## config.mk

```make
export PLATFORM = sky130hd
export DESIGN_NAME = sram_rr_scheduler
export DESIGN_NICKNAME = d
export VERILOG_FILES = /design/src/rtl/sram_rr_scheduler.sv
export SDC_FILE = /design/constraint.sdc
export NUM_CORES = 1
export LEC_CHECK = 0
export BUFFER_PORTS_ARGS = -buffer_cell sky130_fd_sc_hd__buf_2
export CORE_AREA = 2 2 123 125
export DETAILED_ROUTE_END_ITERATION = 7
export DIE_AREA = 0 0 125 127
export PLACE_DENSITY = 0.78
export SYNTH_ARGS = -nofsm -noshare
export SYNTH_HDL_FRONTEND = slang
export SYNTH_SLANG_ARGS = --single-unit
```

## constraint.sdc

```tcl
create_clock -name sram_clock -period 9.95 [get_ports sram_clock]
set_input_delay 0.4975 -clock sram_clock [delete_from_list [all_inputs] [get_ports sram_clock]]
set_output_delay 0.4975 -clock sram_clock [all_outputs]
set_load 0.005 [all_outputs]
```

## src/rtl/sram_rr_scheduler.sv

```systemverilog
// rtl/sram_rr_scheduler.sv - round-robin scheduler sharing one SRAM port among two writers and two readers
module sram_rr_scheduler #(
    parameter int ADDR_W       = 18,
    parameter int DATA_W       = 32,
    parameter int READ_LATENCY = 3,
    parameter int CREDITS      = 8
) (
    input  logic              sram_clock,
    input  logic              reset_n,
    input  logic              w0_valid,
    output logic              w0_ready,
    input  logic [ADDR_W-1:0] w0_addr,
    input  logic [DATA_W-1:0] w0_data,
    input  logic [3:0]        w0_mask,
    input  logic              w1_valid,
    output logic              w1_ready,
    input  logic [ADDR_W-1:0] w1_addr,
    input  logic [DATA_W-1:0] w1_data,
    input  logic [3:0]        w1_mask,
    input  logic              r0_valid,
    output logic              r0_ready,
    input  logic [ADDR_W-1:0] r0_addr,
    output logic              r0_dout_valid,
    output logic [DATA_W-1:0] r0_dout,
    input  logic              r0_credit_return,
    input  logic              r1_valid,
    output logic              r1_ready,
    input  logic [ADDR_W-1:0] r1_addr,
    output logic              r1_dout_valid,
    output logic [DATA_W-1:0] r1_dout,
    input  logic              r1_credit_return,
    input  logic              sram_ready,
    output logic              sram_addr_valid,
    output logic [ADDR_W-1:0] sram_addr,
    output logic [DATA_W-1:0] sram_data_in,
    output logic [3:0]        sram_write_mask,
    input  logic [DATA_W-1:0] sram_data_out,
    input  logic              sram_data_out_valid,
    output logic [1:0]        err
);

    localparam logic [3:0] CRED_MAX = 4'(CREDITS);

    logic [1:0] rr_ptr;
    logic [3:0] credit_0, credit_1;
    logic [3:0] eligible, grant;
    logic [1:0] winner, idx;
    logic       any_grant;

    logic       cmd_is_read, cmd_port;
    logic [READ_LATENCY-1:0] tag_valid, tag_port;
    logic       head_valid, head_port;

    // Ring order: bit 0 = W0, 1 = W1, 2 = R0, 3 = R1
    always_comb begin
        eligible  = '0;
        grant     = '0;
        winner    = rr_ptr;
        idx       = '0;
        any_grant = 1'b0;
        if (sram_ready)
            eligible = {r1_valid && (credit_1 != 4'd0), r0_valid && (credit_0 != 4'd0),
                        w1_valid, w0_valid};
        for (int i = 0; i < 4; i++) begin
            idx = rr_ptr + 2'(i);
            if (!any_grant && eligible[idx]) begin
                any_grant = 1'b1;
                winner    = idx;
            end
        end
        if (any_grant)
            grant[winner] = 1'b1;
    end

    // Readies are gated by reset so every output reads 0 while reset is held
    assign w0_ready = grant[0] & reset_n;
    assign w1_ready = grant[1] & reset_n;
    assign r0_ready = grant[2] & reset_n;
    assign r1_ready = grant[3] & reset_n;

    assign head_valid = tag_valid[READ_LATENCY-1];
    assign head_port  = tag_port[READ_LATENCY-1];

    always_ff @(posedge sram_clock or negedge reset_n) begin
        if (!reset_n) begin
            rr_ptr          <= 2'd0;
            sram_addr_valid <= 1'b0;
            sram_addr       <= '0;
            sram_data_in    <= '0;
            sram_write_mask <= 4'd0;
            cmd_is_read     <= 1'b0;
            cmd_port        <= 1'b0;
        end else begin
            sram_addr_valid <= any_grant;
            cmd_is_read     <= any_grant && winner[1];
            cmd_port        <= winner[0];
            if (any_grant) begin
                rr_ptr <= winner + 2'd1;
                case (winner)
                    2'd0: begin
                        sram_addr       <= w0_addr;
                        sram_data_in    <= w0_data;
                        sram_write_mask <= w0_mask;
                    end
                    2'd1: begin
                        sram_addr       <= w1_addr;
                        sram_data_in    <= w1_data;
                        sram_write_mask <= w1_mask;
                    end
                    2'd2: begin
                        sram_addr       <= r0_addr;
                        sram_data_in    <= '0;
                        sram_write_mask <= 4'd0;
                    end
                    default: begin
                        sram_addr       <= r1_addr;
                        sram_data_in    <= '0;
                        sram_write_mask <= 4'd0;
                    end
                endcase
            end
        end
    end

    // Tag enters on the cycle the read command is on the bus, so it reaches the head with the data
    always_ff @(posedge sram_clock or negedge reset_n) begin
        if (!reset_n) begin
            tag_valid     <= '0;
            tag_port      <= '0;
            r0_dout_valid <= 1'b0;
            r1_dout_valid <= 1'b0;
            r0_dout       <= '0;
            r1_dout       <= '0;
        end else begin
            tag_valid[0] <= sram_addr_valid && cmd_is_read;
            tag_port[0]  <= cmd_port;
            for (int i = 1; i < READ_LATENCY; i++) begin
                tag_valid[i] <= tag_valid[i-1];
                tag_port[i]  <= tag_port[i-1];
            end
            r0_dout_valid <= sram_data_out_valid && head_valid && !head_port;
            r1_dout_valid <= sram_data_out_valid && head_valid && head_port;
            if (sram_data_out_valid && head_valid && !head_port)
                r0_dout <= sram_data_out;
            if (sram_data_out_valid && head_valid && head_port)
                r1_dout <= sram_data_out;
        end
    end

    always_ff @(posedge sram_clock or negedge reset_n) begin
        if (!reset_n) begin
            credit_0 <= CRED_MAX;
            credit_1 <= CRED_MAX;
            err      <= 2'b00;
        end else begin
            if (sram_data_out_valid && !head_valid)
                err[0] <= 1'b1;
            if (grant[2] && !r0_credit_return)
                credit_0 <= credit_0 - 4'd1;
            else if (r0_credit_return && !grant[2]) begin
                if (credit_0 == CRED_MAX)
                    err[1] <= 1'b1;
                else
                    credit_0 <= credit_0 + 4'd1;
            end
            if (grant[3] && !r1_credit_return)
                credit_1 <= credit_1 - 4'd1;
            else if (r1_credit_return && !grant[3]) begin
                if (credit_1 == CRED_MAX)
                    err[1] <= 1'b1;
                else
                    credit_1 <= credit_1 + 4'd1;
            end
        end
    end

endmodule
```

* Word level (Yosys, flattened, before mapping)
Cells that the tools add are included.
** Operators by class
- Bitwise gates (word level) :: 4
- $add $sub $neg :: 8
- Mux-type cells :: 34
- Magnitude comparators :: 6
- Eq/ne operators :: 6
- Reductions and logical operators :: 32
** Operators by type and width (count)
- one-hot mux 32 bit (2 select lines) :: 1
- one-hot mux 18 bit (3 select lines) :: 1
- two-way mux 4 bit :: 8
- logical AND 1 bit :: 16
- less-than comparator 2 x 3 -> 1 bit, second input constant :: 5
- two-way mux 1 bit :: 15
- zero test 1 bit :: 9
- adder 4 x 1 -> 4 bit, second input constant :: 2
- binary-select mux 1 bit (select 2 bit) :: 4
- == test 4 bit, second input constant :: 2
- one-hot mux 4 bit (2 select lines) :: 1
- nonzero test 4 bit :: 2
- subtractor 4 x 1 -> 4 bit, second input constant :: 2
- two-way mux 2 bit :: 3
- adder 2 x 1 -> 2 bit, second input constant :: 2
- adder 2 bit, second input constant :: 2
- bitwise AND 1 bit :: 4
- inequality test 2 bit, second input constant :: 2
- AND reduction 2 bit :: 2
- nonzero test 2 bit :: 2
- demux 1 bit (select 2 bit) :: 1
- == test 2 x 1 -> 1 bit, second input constant :: 1
- == test 2 bit, second input constant :: 1
- >= comparator 2 x 1 -> 1 bit, second input constant :: 1
- zero test 2 bit :: 1
** Storage, ports and cells
- Output and inout bits :: 127
- Word-level logic and storage cells :: 107
- Flip-flop bits (word level) :: 141

* Longest topological paths before layout
Gate-level depths: netlist of run 1.
- Word-level depth :: 27
- Mapped depth :: 17

* Least setup slack after synthesis of run 1
No wires, ideal clock.
- Kind :: input to register
- Start :: input sram_ready
- End :: register credit_0[3]
- Setup time :: 0.083 ns
- Cell stages on the path :: 17
- Setup slack :: 6.385 ns
- Arrival :: 3.483 ns
- Data required time :: 9.867 ns
- Cell sequence :: buf_2 inv_1 or2_2 o2bb2ai_1 o31a_1 and2_1 ha_1 clkbuf_1 clkbuf_1 and2_1 ha_1 ha_1 a21o_1 a21oi_1 xnor2_1 nor2_1 xor2_1
** On the way
- Longest elaborated chain between the ends :: 22
- Elaborated cells on any way between the ends :: 35
- Those cells by class :: 2 x order compare; 1 x eq/ne; 20 x mux; 12 x reduce/logical
** Ends and longest elaborated chain
- start: declaration :: line 32 : input logic sram_ready,
- two-way mux 4 bit (*) :: line 61 : if (sram_ready)
- binary-select mux 1 bit (select 2 bit) :: line 66 : if (!any_grant && eligible[idx]) begin
- two-way mux 1 bit (not written as such) :: line 66
- two-way mux 1 bit :: line 66
- zero test 1 bit :: line 66
- logical AND 1 bit :: line 66
- two-way mux 1 bit :: line 66
- zero test 1 bit :: line 66
- [... 6 more ...]
- logical AND 1 bit (not written as such) :: line 72 : grant[winner] = 1'b1;
- two-way mux 1 bit (not written as such) :: line 72
- demux 1 bit (select 2 bit) :: line 72
- two-way mux 4 bit (*) :: line 71 : if (any_grant)
- zero test 1 bit :: line 160 : else if (r0_credit_return && !grant[2]) begin
- logical AND 1 bit :: line 160
- nonzero test 2 bit (no line)
- AND reduction 2 bit (no line)
- end signal: assignment :: line 159 : credit_0 <= credit_0 - 4'd1;
- end signal: assignment :: line 164 : credit_0 <= credit_0 + 4'd1;
- end: declaration :: line 45 : logic [3:0] credit_0, credit_1;
Every way passes the cells marked *; elsewhere a longest branch is shown, timed or not. The select of a mux whose other input is x is not followed.
A chain may end at the register's enable or synchronous reset.

* Worst setup path after layout of run 1
- Start :: register credit_0[1]
- End :: register credit_0[3]
** On the way
- Longest elaborated chain between the ends :: 24
- Elaborated cells on any way between the ends :: 42
- Those cells by class :: 2 x add/sub; 2 x order compare; 2 x eq/ne; 22 x mux; 14 x reduce/logical
** Ends and longest elaborated chain
- nonzero test 4 bit :: line 62 : eligible = {r1_valid && (credit_1 != 4'd0), r0_valid && (credit_0 != 4'd0),
- logical AND 1 bit :: line 62
- two-way mux 4 bit :: line 61
- binary-select mux 1 bit (select 2 bit) :: line 66
- two-way mux 1 bit (not written as such) :: line 66
- two-way mux 1 bit :: line 66
- zero test 1 bit :: line 66
- logical AND 1 bit :: line 66
- [... 8 more ...]
- logical AND 1 bit (not written as such) :: line 72
- two-way mux 1 bit (not written as such) :: line 72
- demux 1 bit (select 2 bit) :: line 72
- two-way mux 4 bit :: line 71
- zero test 1 bit :: line 160
- logical AND 1 bit :: line 160
- nonzero test 2 bit (no line)
- AND reduction 2 bit (no line)
Parallel ways exist; a longest one is shown, timed or not. The select of a mux whose other input is x is not followed.

==> results of run 1 <==
[per-layer routing]
layer  share of wire  up-vias  routed length [um]
li1                -     2726                   -
met3           0.086       38                1690
met1            0.40     2798                7790
met5               0        -                   0
met2            0.49      323                9630
met4           0.028        0                 554
[registers in the layout, indices dropped and copies added, names as in the netlist]
name             count
cmd_is_read          1
cmd_port             1
credit_0             4
credit_1             4
err                  2
r0_dout             32
r0_dout_valid        1
r1_dout             32
r1_dout_valid        1
rr_ptr               2
sram_addr           18
sram_addr_valid      1
sram_data_in        32
sram_write_mask      4
tag_port             3
tag_valid            3
[placed cells by master (no fill, tap or decap), types with 16 or more instances in the layout]
cell type,instances
nor2_1,30
buf_2,311
a221o_1,35
inv_1,16
nor3b_1,18
dfrtp_1,139
and3_1,39
nand3_1,19
clkbuf_16,17
a22oi_1,18
nand2_1,107
a311oi_1,18
mux2_2,32
[power by group through the flow]
stage	clock, mW	combinational, mW	sequential [mW]
after floorplan	0	0.515	1.01
after global placement	0	0.905	1.00
after detailed placement	0	0.932	1.01
after CTS	0.651	0.934	1.01
after global routing	0.683	1.03	1.04
final	0.642	0.927	1.01
[cell usage after synthesis (all sizes together), types with 17 or more instances]
cell type  instances  area, um2
a311oi            18        158
nor3b             18        135
dfrtp            139       3480
a221o             37        373
nor2              30        113
a22oi             18        135
buf               19        146
inv               17       63.8
mux2              32        360
nand3             19       95.1
and3              39        244
clkbuf            23       86.3
nand2            107        402
[logic make-up after synthesis]
logic type	after synthesis	share of synthesized area
AOI/OAI and AO/OA	109	0.146
xor gates and xnor gates	6	0.00811
adders and majority gates	13	0.0274
buffers and inverters	59	0.0458
DFF	141	0.545
muxes	32	0.0556
and+or+nand+nor	231	0.172
[worst max-delay path, delay by kind of cell (launching register included)]
family,cells,cell delay (ns)
xor+xnor,2,0.26
fa+ha+maj,3,0.98
compound gates,3,0.86
simple gates,6,1.29
flops,1,0.45
[final timing paths]
kind | slack, ns | to | startpoint | depth (start not counted)
max | 6.03 | credit_0[3] | credit_0[1] | 14
min | 0.29 | r0_dout[13] | sram_data_out[13] | 3
max reg2reg | 6.03 | credit_0[3] | credit_0[1] | 14
min reg2reg | 0.35 | tag_valid[1] | tag_valid[0] | 0
max in group asynchronous | 8.35 | r1_dout[4] | reset_n | 3
min in group asynchronous | 0.55 | r0_dout[12] | reset_n | 2
[layout make-up]
| cell class | instances | area, um2 | area share |
|---|---|---|---|
| inverter | 17 | 63.8 | 0.00733 |
| clock buffer | 19 | 433 | 0.0497 |
| sequential | 141 | 3530 | 0.405 |
| tap | 184 | 230 | 0.0264 |
| clock inverter | 12 | 163 | 0.0187 |
| timing repair buffer | 321 | 1640 | 0.188 |
| antenna | 1 | 2.50 | 0.000287 |
| multi-input combinational | 391 | 2650 | 0.304 |
==> results.ini, run 1 <==
[yosys]
syn_nets = 790
syn_inst = 591
synth_flop_cell = dfrtp_1
synth_enable_flop_cells = 0
ys_seq_area_frac = 0.545
ys_types = 51
yosys_register_bits = 141
synth_area_mm2 = 0.00648
yosys_warnings = 0
avgSynthCellArea_um2 = 11.0
synthArstFlopShare = 1.00

[clock_tree]
postCtsHoldBufs = 1
postCtsSetupRepairBufs = 0
cts_buffer_depth = 2
cts.clk_slew.worst_paths_ns = 0.07
cts-resized-gates = 0
numClockSinks = 141
cts-htree-levels = 4
clkLatencyLatePin_ns = 0.42
numCtsBuffers = 17
root_buffer = clkbuf_16
cts_tree = built

[global_route]
use_met3 = 0.0720
grt_use_met2 = 0.396
first_global_vias = 5779
grt_usage = 0.243
grt-busiest-layer = met2
antenna_found_initial = 1
grt_max_degree = 61
grtUsageMet1 = 0.306
gr-total-overflow = 0
grt_pass1_wl_mm = 30.7

[power]
power_frac_seq = 0.391
p_sw_mw = 0.883
internal_power_mw = 1.70
totalPowerFinal_mw = 2.58
comb_power_share = 0.360
swShare = 0.342
peakVddDrop_v = 0.000120
p_leak_nw = 4.65
clockPowerShare = 0.249
powerDensity_mw_per_mm2 = 296

[routing]
drtAntennaViolNets = 0
finalWirelength_mm = 19.7
viasPerCell = 5.42
num_vias = 5885
wl_per_cell_um = 18.1
firstDrtPassIters = 5
first_iter_violations = 434
drc_errors = 0

[flow_run]
timing.max_cap.violations = 0

[timing]
min_period_ns = 3.92
clock_skew_ns = 0.0139
drv_slew = 0
fin_crit_sh = 0.394
setup_viol_count_final = 0
relSlewSlack = 0.300
hold_slack_ns = 0.288
finalWorstSetupSlack_ns = 6.03
rsz0062_at_grt = false
tightest_slew_ns = 1.05
fmax_mhz = 255
tns_ns = 0
timing.final.hold_violations = 0

[floorplanning]
initial_core_util = 0.449
rows = 44
fp.dieH_um = 127
ios = 313
core_mm2 = 0.0144
fp.dieArea_mm2 = 0.0159
fp.dieW_um = 125

[setup_path]
crit_slowest_cell = o41a_1
critPathMaxFanout = 19
path_cells = o41a_1 -> nand2_1 -> nor2_1 -> or3b_1 -> and2_1 -> ha_1 -> and2_1 -> ha_1 -> ha_1 -> a21o_1 -> a21oi_1 -> xnor2_1 -> nor2_1 -> xor2_1
crit_required_ns = 10.30
critPathArrivalTime_ns = 4.27
critPathMostFrequentCell = ha_1
worst_setup_path_start_kind = flop
worstSetupEndpointType = flop
critical_path_class = flop to flop
critPathMaxStageDelay_ns = 0.51

[hold_path]
hold_path.class = input port to flop

[placement]
place_ws_ns = 6.18
hpwl_mm = 14.1
placed_area_mm2 = 0.00810
routabilityCongestion = 0.867
io_buffers = 312
dp.cells = 1053

[cells_and_area]
nFillCells = 1220
utilization = 0.604
final_nets = 1088
final_cells = 1086
syn_to_final_growth_pct = 34.5
layout-drive-gt1-share = 0.443
finalInstanceArea_mm2 = 0.00871

[run_status]
status = complete, no violations

No activity file was read; power rests on OpenSTA's default activity.
==> inputs of run 2 (changes only) <==
==> constraint.sdc (replaced) <==
create_clock -name sram_clock -period 4.1 [get_ports sram_clock]
set_input_delay 0.205 -clock sram_clock [delete_from_list [all_inputs] [get_ports sram_clock]]
set_output_delay 0.205 -clock sram_clock [all_outputs]
set_load 0.005 [all_outputs]
==> run 2 against run 1 <==
  * Via count grew 2.0%
  * Wire length up 1.5%
  * Critical path depth unchanged
  * Combinational power increased by 150%
  * Sequential power grew 140%
  * Design area increased by 3.1%
  * Clock power rose by 140%
  * Flip-flop and latch count unchanged
  * Clock skew down 0.0018 ns
  * Final cell count is 2.4% higher
  * Sequential share of layout area is 1.2 points lower
  * Critical path type unchanged
==> results.ini, run 2 (same netlist as run 1, synthesis figures left out) <==
[timing]
hold_slack_ns = 0.0182  ; -0.270 ns
min_period_ns = 3.45  ; -0.472 ns
fmax_mhz = 290  ; +14%
relSlewSlack = 0.274  ; -0.0264
timing.final.hold_violations = 0  ; unchanged
drv_slew = 0  ; unchanged
tightest_slew_ns = 1.09  ; +0.0395 ns
setup_viol_count_final = 0  ; unchanged
rsz0062_at_grt = false
tns_ns = 0  ; unchanged
fin_crit_sh = 0.842  ; +0.448
clock_skew_ns = 0.0121  ; -0.00183 ns

[cells_and_area]
nFillCells = 1197  ; -1.9%
top_regs = r0_dout (32), r1_dout (32), sram_data_in (32)
layout_common_cells = buf_2, dfrtp_1, nand2_1
syn_to_final_growth_pct = 38.6
final_common_cell = buf_2
layout-drive-gt1-share = 0.434  ; -0.00918
final_nets = 1114  ; +2.4%

[setup_path]
critPathArrivalTime_ns = 3.80  ; -0.47 ns
worstReg2RegEnd = credit_0[3]
rrSetupSlack_ns = 0.65  ; -5.38 ns
reg2reg_from = credit_0[0]
critPathMaxFanout = 7  ; -12
r2r_cells = 14  ; unchanged
worstSetupEndpointType = flop
worst_setup_path_start_kind = flop
critical_path_class = flop to flop
crit_required_ns = 4.44  ; -5.86 ns

[routing]
first_iter_violations = 346  ; -20%
wl_met1_mm = 7.77  ; -0.35%
viasPerCell = 5.40  ; -0.41%
dr_wl_met2_mm = 9.98  ; +3.7%
top_layer = met4
finalWirelength_mm = 20.0  ; +1.5%
routed-wl-met3_mm = 1.64  ; -3.2%
num_vias = 6001  ; +2.0%
wl_per_cell_um = 18.0  ; -0.87%
drtAntennaViolNets = 0  ; unchanged
firstDrtPassIters = 5  ; unchanged
drc_errors = 0  ; unchanged

[hold_path]
hold_path.class = input port to flop
holdPathStages = 2  ; -1
whs_endpoint = sram_data_in[25]
hp-start = w0_data[25]

[floorplanning]
fp.dieArea_mm2 = 0.0159  ; unchanged
rows = 44  ; unchanged
fp.dieH_um = 127  ; unchanged
ios = 313  ; unchanged
core_mm2 = 0.0144  ; unchanged
initial_core_util = 0.449  ; unchanged
fp.dieW_um = 125  ; unchanged

[global_route]
grt_pass1_wl_mm = 31.3  ; +2.1%
grt_usage = 0.248  ; +0.00455
gr-total-overflow = 0  ; unchanged
grt_max_degree = 79  ; +30%
first_global_vias = 6098  ; +5.5%
antenna_found_initial = 1  ; unchanged

[clock_tree]
root_buffer = clkbuf_16
cts_tree = built
cts-htree-levels = 4  ; unchanged
cts_buffer_depth = 2  ; unchanged
numClockSinks = 141  ; unchanged
postCtsHoldBufs = 25  ; +24
cts.clk_slew.worst_paths_ns = 0.06  ; about the same
numCtsBuffers = 17  ; unchanged
clkLatencyLatePin_ns = 0.41  ; about the same
postCtsSetupRepairBufs = 0  ; unchanged
cts-resized-gates = 0  ; unchanged

[flow_run]
timing.max_cap.violations = 0  ; unchanged

[power]
peakVddDrop_v = 0.000303  ; +150%
powerDensity_mw_per_mm2 = 703  ; +140%
p_leak_nw = 4.77  ; +2.4%

[placement]
hpwl_mm = 14.0  ; -0.60%
routabilityCongestion = 0.865  ; -0.27%
io_buffers = 312  ; unchanged

[run_status]
status = complete, no violations

-- run 2: cell count changes in the layout (fill, tap and decap cells not counted) --
cell,delta
buf_12,+1
buf_4,+1
clkbuf_1,-1
clkinv_2,+1
clkinvlp_4,+1
dlygate4sd3_1,+24
inv_6,-1
-- run 2: final cells by class --
class	count	area, um2	share of cell area
flip-flops and latches	141	3530	0.393
multi-input cells	391	2650	0.295
repair buffers	347	1910	0.212
clock buffers	18	429	0.0478
well taps	184	230	0.0256
clock inverters	13	166	0.0185
inverters	17	63.8	0.00711
diodes	1	2.50	0.000279
-- run 2: through the flow --
| step | power, mW | instance area (um2) | setup WS (ns) | cells | util |
|---|---|---|---|---|---|
| global placement | 4.64 | 8130 | 0.823 | 1055 | 0.564 |
| CTS | 6.32 | 8980 | 0.675 | 1111 | 0.622 |
| floorplan | 3.69 | 6480 | 0.573 | 591 | - |
| finish | 6.31 | 8980 | 0.647 | 1112 | 0.622 |
| global route | 6.74 | 8980 | 0.415 | 1112 | 0.622 |
| detailed placement | 4.73 | 8130 | 0.730 | 1055 | 0.564 |
-- run 2: worst max-delay path, cell delays in order, from the launching register on --
cell	delay [ns]
dfrtp_1	0.46
o41a_1	0.48
nand2_1	0.16
nor2_1	0.07
or3b_1	0.42
and2_1	0.16
ha_1	0.21
and2_1	0.15
ha_1	0.23
ha_1	0.30
a21o_1	0.18
a21oi_1	0.17
xnor2_1	0.08
nor2_1	0.13
xor2_1	0.17
-- run 2: worst max-delay path by stage --
stage,startpoint,to,slack (ns),cells after the start
after global placement,credit_0[1],credit_0[3],0.82,14
after detailed placement,credit_0[0],credit_0[3],0.73,14
after global routing,credit_0[0],credit_0[3],0.42,14
after CTS,credit_0[1],credit_0[3],0.68,14
after floorplan,credit_0[1],credit_0[3],0.57,16
final,credit_0[0],credit_0[3],0.65,14
-- run 2: layer usage --
metal  global-route usage  vias up
li1                     -     2770
met4                0.103        0
met2                0.416      294
met5                    0        -
met3               0.0683       47
met1                0.304     2890
-- run 2: report_power, final --
part	leakage (nW)	total (mW)	internal, mW	switching, mW
clock	0.283	1.56	0.957	0.599
combinational	2.75	2.31	1.14	1.17
sequential	1.74	2.45	2.04	0.408
total	4.77	6.31	4.14	2.18
==> inputs of run 3 (changes only) <==
==> config.mk (replaced) <==
export PLATFORM = sky130hd
export DESIGN_NAME = sram_rr_scheduler
export DESIGN_NICKNAME = d
export VERILOG_FILES = /design/src/rtl/sram_rr_scheduler.sv
export SDC_FILE = /design/constraint.sdc
export NUM_CORES = 1
export LEC_CHECK = 0
export ABC_AREA = 1
export BUFFER_PORTS_ARGS = -buffer_cell sky130_fd_sc_hd__buf_2
export CORE_AREA = 2 2 126 128
export DETAILED_ROUTE_END_ITERATION = 7
export DIE_AREA = 0 0 128 130
export PLACE_DENSITY = 0.77
export SYNTH_ARGS = -nofsm -noshare
export SYNTH_HDL_FRONTEND = slang
export SYNTH_SLANG_ARGS = --single-unit
==> constraint.sdc (replaced) <==
create_clock -name sram_clock -period 3.45 [get_ports sram_clock]
set_input_delay 0.1725 -clock sram_clock [delete_from_list [all_inputs] [get_ports sram_clock]]
set_output_delay 0.1725 -clock sram_clock [all_outputs]
set_load 0.005 [all_outputs]
==> run 3 against run 2 <==
  * Core utilization shrank 0.58 points
  * Final cell count is 26% higher
  * Synthesized cell count is 45% higher
  * Design area up 6.0%
  * Area after synthesis up 4.7%
  * Clock power is 16% higher
  * Flip-flop and latch count stayed put
  * Largest cell class unchanged
  * Setup slack worse by 0.43 ns
  * Largest power group is now combinational cells
==> results.ini, run 3 <==
[yosys]
netlist_top_cells_area = dfrtp_1, nand2_1, inv_1
yosys_register_bits = 141  ; unchanged
ys_types = 29  ; -43%
yosysTopAreaCell = dfrtp_1
synth_area_mm2 = 0.00678  ; +4.7%
syn_inst = 855  ; +45%
avgSynthCellArea_um2 = 7.93  ; -28%
ys_seq_area_frac = 0.521  ; -0.0245
yosys-top-cells-count = nand2_1, dfrtp_1, inv_1, o21ai_0, nand3_1
synthArstFlopShare = 1.00  ; unchanged
synth_enable_flop_cells = 0  ; unchanged
synth_top_area_frac = 0.513  ; -0.0242
yosys_warnings = 0  ; unchanged
synth_flop_cell = dfrtp_1
syn_nets = 1054  ; +33%
yosysMostFrequentCell = nand2_1

[placement]
hpwl_mm = 14.8  ; +5.5%
placed_area_mm2 = 0.00853  ; +4.9%
routabilityCongestion = 0.817  ; -5.6%
io_buffers = 312  ; unchanged
place_ws_ns = 0.235  ; -0.494 ns
dp.cells = 1330  ; +26%

[cells_and_area]
top_regs = r0_dout (32), r1_dout (32), sram_data_in (32)
syn_to_final_growth_pct = 40.3
final_nets = 1393  ; +25%
layout_common_cells = nand2_1, buf_2, dfrtp_1
final_cells = 1399  ; +26%
finalInstanceArea_mm2 = 0.00951  ; +6.0%
final_common_cell = nand2_1
diodes = 0  ; -1
layout-drive-gt1-share = 0.315  ; -0.119

[setup_path]
crit_slowest_cell = ha_2
rrSetupSlack_ns = 0.28  ; -0.37 ns
reg2reg_from = credit_1[1]
critical_path_class = flop to output port
worstSetupEndpointType = output port
critPathMostFrequentCell = nand2_1
crit_buf_inv = 3  ; +3
critPathMaxStageDelay_ns = 0.48  ; about the same
critPathMaxFanout = 25  ; +18
crit_required_ns = 3.28  ; -1.16 ns
path_cells = nor2_1 -> nand2_1 -> nand3_1 -> nand2_1 -> nand2_1 -> nand2_1 -> nor2_2 -> nand2_1 -> nand2_1 -> nand2_1 -> nand2_4 -> nand2_4 -> inv_1 -> ha_2 -> buf_12 -> nand2_1 -> nor2_1 -> buf_2
r2r_cells = 23  ; +9
worstReg2RegEnd = credit_1[3]
critPathTopFamily = simple AND/OR/NAND/NOR gates
critPathArrivalTime_ns = 3.06  ; -0.74 ns
worst_setup_path_start_kind = flop

[global_route]
grt_usage = 0.245  ; -0.00291
first_global_vias = 6330  ; +3.8%
grt_max_degree = 76  ; -3.8%
grt_pass1_wl_mm = 31.9  ; +1.8%
antenna_found_initial = 0  ; -1
gr-total-overflow = 0  ; unchanged

[power]
powerDensity_mw_per_mm2 = 1210  ; +72%
comb_power_share = 0.589  ; +0.223
peakVddDrop_v = 0.000767  ; +150%
p_sw_mw = 5.42  ; +150%
clockPowerShare = 0.157  ; -0.090
power_frac_seq = 0.253  ; -0.135
swShare = 0.472  ; +0.127
internal_power_mw = 6.07  ; +47%
p_leak_nw = 5.53  ; +16%

[clock_tree]
root_buffer = clkbuf_16
numClockSinks = 141  ; unchanged
cts_buffer_depth = 2  ; unchanged
postCtsSetupRepairBufs = 0  ; unchanged
clkLatencyLatePin_ns = 0.41  ; about the same
cts.clk_slew.worst_paths_ns = 0.06  ; about the same
cts-htree-levels = 4  ; unchanged
numCtsBuffers = 17  ; unchanged
cts_tree = built

[routing]
wl_per_cell_um = 15.1  ; -16%
viasPerCell = 4.89  ; -9.3%
drc_errors = 0  ; unchanged
finalWirelength_mm = 21.1  ; +5.5%
first_iter_violations = 335  ; -3.2%
num_vias = 6848  ; +14%
drtAntennaViolNets = 0  ; unchanged
firstDrtPassIters = 5  ; unchanged

[timing]
setup_viol_count_final = 0  ; unchanged
tns_ns = 0  ; unchanged
clock_skew_ns = 0.0102  ; -0.00182 ns
fin_crit_sh = 0.936
drv_slew = 0  ; unchanged
min_period_ns = 3.23
hold_slack_ns = 0.0224  ; +0.00421 ns
rsz0062_at_grt = true
fmax_mhz = 310
tightest_slew_ns = 1.08  ; -0.00440 ns
relSlewSlack = 0.276  ; +0.00290
finalWorstSetupSlack_ns = 0.222  ; -0.425 ns
timing.final.hold_violations = 0  ; unchanged

[floorplanning]
fp.dieH_um = 130  ; +2.4%
ios = 313  ; unchanged
core_mm2 = 0.0154  ; +6.9%
fp.dieW_um = 128  ; +2.4%
fp.dieArea_mm2 = 0.0166  ; +4.8%
rows = 46  ; +4.5%
initial_core_util = 0.440  ; -0.00935

[hold_path]
hp-start = sram_data_out[12]
hold_path.class = input port to flop
whs_endpoint = r0_dout[12]
holdPathStages = 3  ; +1

[run_status]
status = complete, no violations

[flow_run]
timing.max_cap.violations = 0  ; unchanged

==> run 3: worst max-delay path by stage <==
stage,startpoint,endpoint,slack (ns),cells past startpoint
floorplan,rr_ptr[1],credit_0[3],0.09,22
global placement,rr_ptr[0],credit_0[3],0.39,20
detailed placement,rr_ptr[0],credit_1[3],0.24,22
CTS,rr_ptr[0],w1_ready,0.19,16
global route,credit_1[1],credit_1[3],-0.13,24
finish,credit_1[1],w1_ready,0.22,18
==> run 3: power by group through the flow <==
stage          Clock, mW  Sequential [mW]  Combinational, mW
2_1_floorplan          0             2.95               4.42
3_3_place_gp           0             2.91               6.48
3_5_place_dp           0             2.92               6.66
4_1_cts             1.84             2.90               6.70
5_1_grt             1.91             3.00               7.72
6_report            1.81             2.91               6.77
==> run 3: timing repair <==
action | CTS | global route
hold buffers | 37 | 0
setup endpoints to repair | 0 | 4
gates resized for setup | 0 | 7
hold endpoints to repair | 86 | 0
==> run 3: final cells by class <==
cell class | instances | area, um2
multi-input combinational | 550 | 2640
timing repair buffer | 365 | 2070
tap | 192 | 240
inverter | 119 | 447
fill | 1333 | 5910
sequential | 141 | 3530
clock inverter | 14 | 146
clock buffer | 18 | 439
==> run 3: tightest hold or removal path: stages <==
cell and delay [ns]:
buf_2 0.09, inv_1 0.05, o21ai_0 0.07
==> run 3: metrics by stage <==
stage                     total power, mW   util
after floorplan                      7.37      -
after global placement               9.38  0.553
after detailed placement             9.57  0.553
after CTS                            11.4  0.615
after global routing                 12.6  0.617
final                                11.5  0.617
==> run 3: logic make-up after synthesis <==
| logic type | Yosys count | synth area share |
|---|---|---|
| fa+ha+maj | 13 | 0.0262 |
| flops | 141 | 0.521 |
| compound gates | 116 | 0.0974 |
| simple gates | 414 | 0.251 |
| buf+inv | 164 | 0.0954 |
| xor+xnor | 7 | 0.00904 |
==> run 3: layer usage <==
metal | vias up | GRT usage | share of wire
met5 | - | 0 | 0
met4 | 0 | 0.0685 | 0.0092
met3 | 15 | 0.0746 | 0.093
met2 | 324 | 0.420 | 0.49
met1 | 3131 | 0.302 | 0.41
li1 | 3378 | - | -
